==> config.mk <==
export PLATFORM = sky130hd
export DESIGN_NAME = fetch_unit_flat
export DESIGN_NICKNAME = d
export VERILOG_FILES = /design/src/rtl/fetch_pkg.sv /design/src/rtl/fetch_if.sv /design/src/rtl/fetch_pc_reg.sv /design/src/rtl/fetch_unit.sv /design/src/flat_wrapper.sv
export SDC_FILE = /design/constraint.sdc
export NUM_CORES = 1
export LEC_CHECK = 0
export ABC_AREA = 1
export CAP_MARGIN = 20
export CORE_MARGIN = 8
export CORE_UTILIZATION = 47
export CTS_BUF_LIST = sky130_fd_sc_hd__clkbuf_8
export DETAILED_ROUTE_END_ITERATION = 8
export GPL_ROUTABILITY_DRIVEN = 0
export PLACE_DENSITY = 0.88
export SYNTH_ARGS = -nofsm -noshare
export SYNTH_HDL_FRONTEND = slang
export SYNTH_SLANG_ARGS = --single-unit
==> constraint.sdc <==
create_clock -name clk -period 3.3 [get_ports clk]
set_input_delay 0.33 -clock clk [delete_from_list [all_inputs] [get_ports clk]]
set_output_delay 0.33 -clock clk [all_outputs]
set_load 0.1 [all_outputs]
==> src/rtl/fetch_pkg.sv <==
// Shared types and constants for the instruction fetch unit.
// Field positions follow the ARM-subset instruction encoding.
package fetch_pkg;

   typedef enum logic {
      FETCH = 1'b0,
      FULL  = 1'b1
   } fetch_state_t;

   localparam int INSTR_W     = 32;
   localparam int PC_INC      = 4;
   localparam int PC_READ_OFS = 8;

   localparam int COND_MSB  = 31;
   localparam int OP_LSB    = 26;
   localparam int FUNCT_LSB = 20;
   localparam int RD_LSB    = 12;

endpackage

==> src/rtl/fetch_if.sv <==
// Instruction memory request/acknowledge bus.
// master = fetch unit, slave = instruction memory.
interface fetch_if #(
   parameter int ADDR_W = 32
);

   logic              imem_req;
   logic [ADDR_W-1:0] imem_addr;
   logic              imem_ack;
   logic [31:0]       imem_rdata;

   modport master (
      output imem_req,
      output imem_addr,
      input  imem_ack,
      input  imem_rdata
   );

   modport slave (
      input  imem_req,
      input  imem_addr,
      output imem_ack,
      output imem_rdata
   );

endinterface

==> src/rtl/fetch_pc_reg.sv <==
// Program counter register with load enable and next-PC mux.
// Branch targets are word-aligned by clearing bits [1:0].
module fetch_pc_reg #(
   parameter int                ADDR_W   = 32,
   parameter logic [ADDR_W-1:0] RESET_PC = '0
) (
   input  logic              clk,
   input  logic              rst,
   input  logic              ld,
   input  logic              pc_src,
   input  logic [ADDR_W-1:0] branch_target,
   input  logic [ADDR_W-1:0] seq_pc,
   output logic [ADDR_W-1:0] pc
);

   logic [ADDR_W-1:0] pc_d;
   logic [ADDR_W-1:0] pc_q;
   logic [ADDR_W-1:0] tgt_aligned;

   assign tgt_aligned = branch_target & ~ADDR_W'(3);

   // Select redirect or sequential PC when loading.
   always_comb begin
      pc_d = pc_q;
      if (ld) begin
         pc_d = pc_src ? tgt_aligned : seq_pc;
      end
   end

   // PC flop, synchronous active-low reset.
   always_ff @(posedge clk) begin
      if (!rst) pc_q <= RESET_PC;
      else      pc_q <= pc_d;
   end

   assign pc = pc_q;

endmodule

==> src/rtl/fetch_unit.sv <==
// Instruction fetch unit: PC, imem handshake, instruction buffer.
// Optional perf counters enabled by defining FETCH_PERF_EN.
module fetch_unit
   import fetch_pkg::*;
#(
   parameter int                ADDR_W   = 32,
   parameter logic [ADDR_W-1:0] RESET_PC = 32'h0000_0000
) (
   input  logic               clk,
   input  logic               rst,
   fetch_if.master            imem,
   output logic               instr_valid,
   input  logic               instr_ready,
   output logic [INSTR_W-1:0] Instr,
   output logic [3:0]         Cond,
   output logic [1:0]         Op,
   output logic [5:0]         Funct,
   output logic [3:0]         Rd,
   output logic [ADDR_W-1:0]  instr_pc,
   output logic [ADDR_W-1:0]  PCPlus8,
   input  logic               PCSrc,
   input  logic [ADDR_W-1:0]  branch_target
`ifdef FETCH_PERF_EN
   ,
   output logic [31:0]        fetch_count,
   output logic [31:0]        redirect_count
`endif
);

   fetch_state_t       state_d, state_q;
   logic [INSTR_W-1:0] instr_d, instr_q;
   logic [ADDR_W-1:0]  instr_pc_d, instr_pc_q;
   logic [ADDR_W-1:0]  pc;
   logic [ADDR_W-1:0]  seq_pc;
   logic               accept;

   assign accept = (state_q == FULL) && instr_ready;
   assign seq_pc = instr_pc_q + ADDR_W'(PC_INC);

   fetch_pc_reg #(
      .ADDR_W   (ADDR_W),
      .RESET_PC (RESET_PC)
   ) u_pc (
      .clk           (clk),
      .rst           (rst),
      .ld            (accept),
      .pc_src        (PCSrc),
      .branch_target (branch_target),
      .seq_pc        (seq_pc),
      .pc            (pc)
   );

   // Next-state: capture word on ack, release on ready.
   always_comb begin
      state_d    = state_q;
      instr_d    = instr_q;
      instr_pc_d = instr_pc_q;
      unique case (state_q)
         FETCH: begin
            if (imem.imem_ack) begin
               instr_d    = imem.imem_rdata;
               instr_pc_d = pc;
               state_d    = FULL;
            end
         end
         FULL: begin
            if (instr_ready) state_d = FETCH;
         end
         default: state_d = FETCH;
      endcase
   end

   // FSM and instruction buffer flops.
   always_ff @(posedge clk) begin
      if (!rst) begin
         state_q    <= FETCH;
         instr_q    <= '0;
         instr_pc_q <= '0;
      end else begin
         state_q    <= state_d;
         instr_q    <= instr_d;
         instr_pc_q <= instr_pc_d;
      end
   end

   // Request is suppressed while reset is held so none leaks out.
   assign imem.imem_req  = rst && (state_q == FETCH);
   assign imem.imem_addr = pc;

   assign instr_valid = (state_q == FULL);
   assign Instr       = instr_q;
   assign Cond        = instr_q[COND_MSB -: 4];
   assign Op          = instr_q[OP_LSB +: 2];
   assign Funct       = instr_q[FUNCT_LSB +: 6];
   assign Rd          = instr_q[RD_LSB +: 4];
   assign instr_pc    = instr_pc_q;
   assign PCPlus8     = instr_pc_q + ADDR_W'(PC_READ_OFS);

`ifdef FETCH_PERF_EN
   logic [31:0] fetch_count_d, fetch_count_q;
   logic [31:0] redirect_count_d, redirect_count_q;

   // Count accepted instructions and taken redirects.
   always_comb begin
      fetch_count_d    = fetch_count_q;
      redirect_count_d = redirect_count_q;
      if (accept) begin
         fetch_count_d = fetch_count_q + 32'd1;
         if (PCSrc) redirect_count_d = redirect_count_q + 32'd1;
      end
   end

   // Counter flops.
   always_ff @(posedge clk) begin
      if (!rst) begin
         fetch_count_q    <= '0;
         redirect_count_q <= '0;
      end else begin
         fetch_count_q    <= fetch_count_d;
         redirect_count_q <= redirect_count_d;
      end
   end

   assign fetch_count    = fetch_count_q;
   assign redirect_count = redirect_count_q;
`endif

endmodule

==> src/flat_wrapper.sv <==
// flat-port wrapper written by rule: the top's interface ports become plain ports
module fetch_unit_flat import fetch_pkg::*;
#(
   parameter int                ADDR_W   = 32,
   parameter logic [ADDR_W-1:0] RESET_PC = 32'h0000_0000
)
  (clk, rst, instr_valid, instr_ready, Instr, Cond, Op, Funct, Rd, instr_pc, PCPlus8, PCSrc, branch_target, imem_imem_req, imem_imem_addr, imem_imem_ack, imem_imem_rdata);
  fetch_if #(.ADDR_W(ADDR_W)) imem_i ();
  input  logic clk;
  input  logic rst;
  output logic instr_valid;
  input  logic instr_ready;
  output logic [INSTR_W-1:0] Instr;
  output logic [3:0] Cond;
  output logic [1:0] Op;
  output logic [5:0] Funct;
  output logic [3:0] Rd;
  output logic [ADDR_W-1:0] instr_pc;
  output logic [ADDR_W-1:0] PCPlus8;
  input  logic PCSrc;
  input  logic [ADDR_W-1:0] branch_target;
  output wire logic [$bits(imem_i.imem_req)-1:0] imem_imem_req;
  output wire logic [$bits(imem_i.imem_addr)-1:0] imem_imem_addr;
  input wire logic [$bits(imem_i.imem_ack)-1:0] imem_imem_ack;
  input wire logic [$bits(imem_i.imem_rdata)-1:0] imem_imem_rdata;
  assign imem_imem_req = imem_i.imem_req;
  assign imem_imem_addr = imem_i.imem_addr;
  assign imem_i.imem_ack = imem_imem_ack;
  assign imem_i.imem_rdata = imem_imem_rdata;
  fetch_unit #(.ADDR_W(ADDR_W), .RESET_PC(RESET_PC)) u_core (.clk(clk), .rst(rst), .imem(imem_i), .instr_valid(instr_valid), .instr_ready(instr_ready), .Instr(Instr), .Cond(Cond), .Op(Op), .Funct(Funct), .Rd(Rd), .instr_pc(instr_pc), .PCPlus8(PCPlus8), .PCSrc(PCSrc), .branch_target(branch_target));
endmodule
==> impl_metrics.tcl <==
set metrics [dict create \
    status "finished, final reports clean" \
    finalHoldViolations 0 \
    dieWidth_um 119 \
    slew_headroom 0.301 \
    synth_area_mm2 0.00498 \
    syn_inst 730 \
    leakage_nw 2.98 \
    yosysSeqAreaShare 0.390 \
    fp.dieH_um 119 \
    yosysTopAreaCell "dfxtp_1" \
    fillers 842 \
    drive_above_1_share 0.140 \
    dieArea_mm2 0.0141 \
    numCtsBuffers 9 \
    cp_slowest_cell "dfxtp_1" \
    drtIter0Drc 389 \
    dp_slack_ns 1.00 \
    yosysMostFrequentCell "nor2_1" \
    synth_warnings 0 \
    min_period_over_period 0.820 \
    detail-route-antenna-nets 0 \
    track_usage 0.237 \
    cp_max_fo 6 \
    antenna_found_initial 0 \
    setup_viol 0 \
    htreeDepth 3 \
    p_per_area_mw_per_mm2 476 \
    ys_seq_elements 97 \
    final_core_util 0.714 \
    io_buffers 212 \
    ctsLongestPathBuffers 2 \
    n_antenna_cell 0 \
    gr-total-overflow 0 \
    vdd_drop_max_v 0.000311 \
    drv_slew 0 \
    stdcell_area_mm2 0.00738 \
    core-area_mm2 0.0103 \
    end_kind "primary output" \
    fin_skew_ns 0.0146 \
    async_flop_share 0 \
    avgSynthCellArea_um2 6.82 \
    clock_latency_ns 0.36 \
    synth_top_area_share 0.390 \
    synth_area_leaders "dfxtp_1, nor2_1, nand2_1" \
    synth_fp_nets 801 \
    vias 5319 \
    initial_core_util 0.482 \
    clock-sinks 97 \
    io_pins 215 \
    fp-row-count 37 \
    placed_cell_area_mm2 0.00721 \
    rsz0062_at_grt "no" \
    ys.flop_type "dfxtp_1" \
    grt_pass1_wl_um 27300 \
    cts_root_buf "clkbuf_8" \
    wirelength_um 17100 \
    synth_commonest_cells "nor2_1, nand2_1, dfxtp_1" \
    ctsResizeCount 0 \
    maxCapViolations 0 \
    drt-wirelength-per-cell_um 16.3 \
    viasPerCell 5.06 \
    max_slew.worst_pin.slew_ns 1.05 \
    cts_hold_buf 0 \
    worstPathArrival_ns 2.38 \
    crit_type "reg2out" \
    drc 0 \
    dpl.cell_count 1035 \
    fin_crit_ns 2.71 \
    setup_slack_ns 0.595 \
    finalNonFillerCells 1051 \
    p_total_w 0.00351 \
    hpwlAfterDp_um 13000 \
    cts_tree "yes" \
    path_cells "ha_1, inv_1, nor2_4, nand2_2, nor2_4, nand2_2, nor2_2, xor2_2, buf_4" \
    clkSlewWorstSetupHoldPaths_ns 0.10 \
    synth_edf_count 0 \
    post_cts_buffers 0 \
    cp.required_ns 2.97 \
    grt_max_degree 45 \
    drt_first_pass_iters 5 \
    cp-start-kind "register" \
    slowest_delay_ns 0.46 \
    syn2layout_area_growth_pct 48.1 \
    synth.distinct_cells 29 \
    min_path_type "in2reg" \
    grt_pass1_vias 5315 \
    layout.nets 981 \
    fmax_mhz 370 \
]
==> final timing paths <==
| path | start | to | slack (ns) | cells after the start |
|---|---|---|---|---|
| max reg2reg | u_core.instr_pc[2] | u_core.u_pc.pc[22] | 1.42 | 10 |
| min reg2reg | u_core.u_pc.pc[29] | u_core.u_pc.pc[29] | 0.47 | 2 |
| max | u_core.instr_pc[4] | PCPlus8[25] | 0.59 | 9 |
| min | rst | u_core.instr_pc[25] | 0.47 | 3 |
==> cell usage in the layout (no fill, tap or decap), drive strengths merged <==
cell type and count:
nor2 179, clkdlybuf4s50 175, nand2 166, dfxtp 97
o21ai 88, buf 45, inv 45, nand3 34
xor2 28, a21oi 27, clkbuf 9, clkinv 6
xnor2 3, o211ai 2, a32o 2, ha 2
clkinvlp 1, and2 1, o21a 1, o221ai 1
a21boi 1, mux2i 1, o22ai 1
==> sequential cells by signal, indices dropped and copies added, names as in the netlist <==
register / count
u_core.instr_pc: 32
u_core.u_pc.pc: 32
u_core.Instr: 32
u_core.instr_valid: 1
==> critical path, delay by kind of cell (launching register included) <==
family,cells,cell delay (ns)
buffers and inverters,2,0.40
XOR/XNOR,1,0.14
flip-flops,1,0.46
AND/OR/NAND/NOR,5,0.71
adder cells (fa/ha/maj),1,0.31
==> metal layers <==
layer,vias up,track usage,part of all wire
met1,2402,0.257,0.37
met3,30,0.108,0.13
met2,263,0.402,0.47
li1,2624,-,-
met4,0,0.0783,0.024
met5,-,0,0
==> kinds of logic after synthesis <==
kind of cell	count (synthesis)	synth area share
XOR/XNOR	31	0.0545
buffers and inverters	96	0.0894
AND/OR/NAND/NOR	380	0.330
flip-flops	97	0.390
adder cells (fa/ha/maj)	2	0.00502
multiplexers	1	0.00201
AO/OA/AOI/OAI	123	0.129
==> where the power goes <==
| group | switching [W] | leakage, nW | internal (W) | total [W] |
|---|---|---|---|---|
| Sequential | 0.0000884 | 0.798 | 0.00125 | 0.00134 |
| Clock | 0.000414 | 0.0953 | 0.000268 | 0.000682 |
| Combinational | 0.00115 | 2.09 | 0.000342 | 0.00149 |
| Total | 0.00165 | 2.98 | 0.00186 | 0.00351 |
==> final cells by class <==
class / instances / area (µm²) / area share
Clock buffer: 9 / 124 / 0.0168
Multi-Input combinational cell: 537 / 2830 / 0.383
Tap cell: 136 / 170 / 0.0231
Sequential cell: 97 / 1940 / 0.263
Inverter: 45 / 173 / 0.0234
Clock inverter: 7 / 40.0 / 0.00543
Timing Repair Buffer: 220 / 2100 / 0.285
==> through the flow <==
stage               TNS, ns  hold WS, ns
finish                    0        0.471
global route              0        0.481
CTS                       0        0.444
detailed placement        0        0.460
global placement          0        0.450
floorplan           -0.0696        0.465
Note: power is estimated with default switching activity, not from simulation.
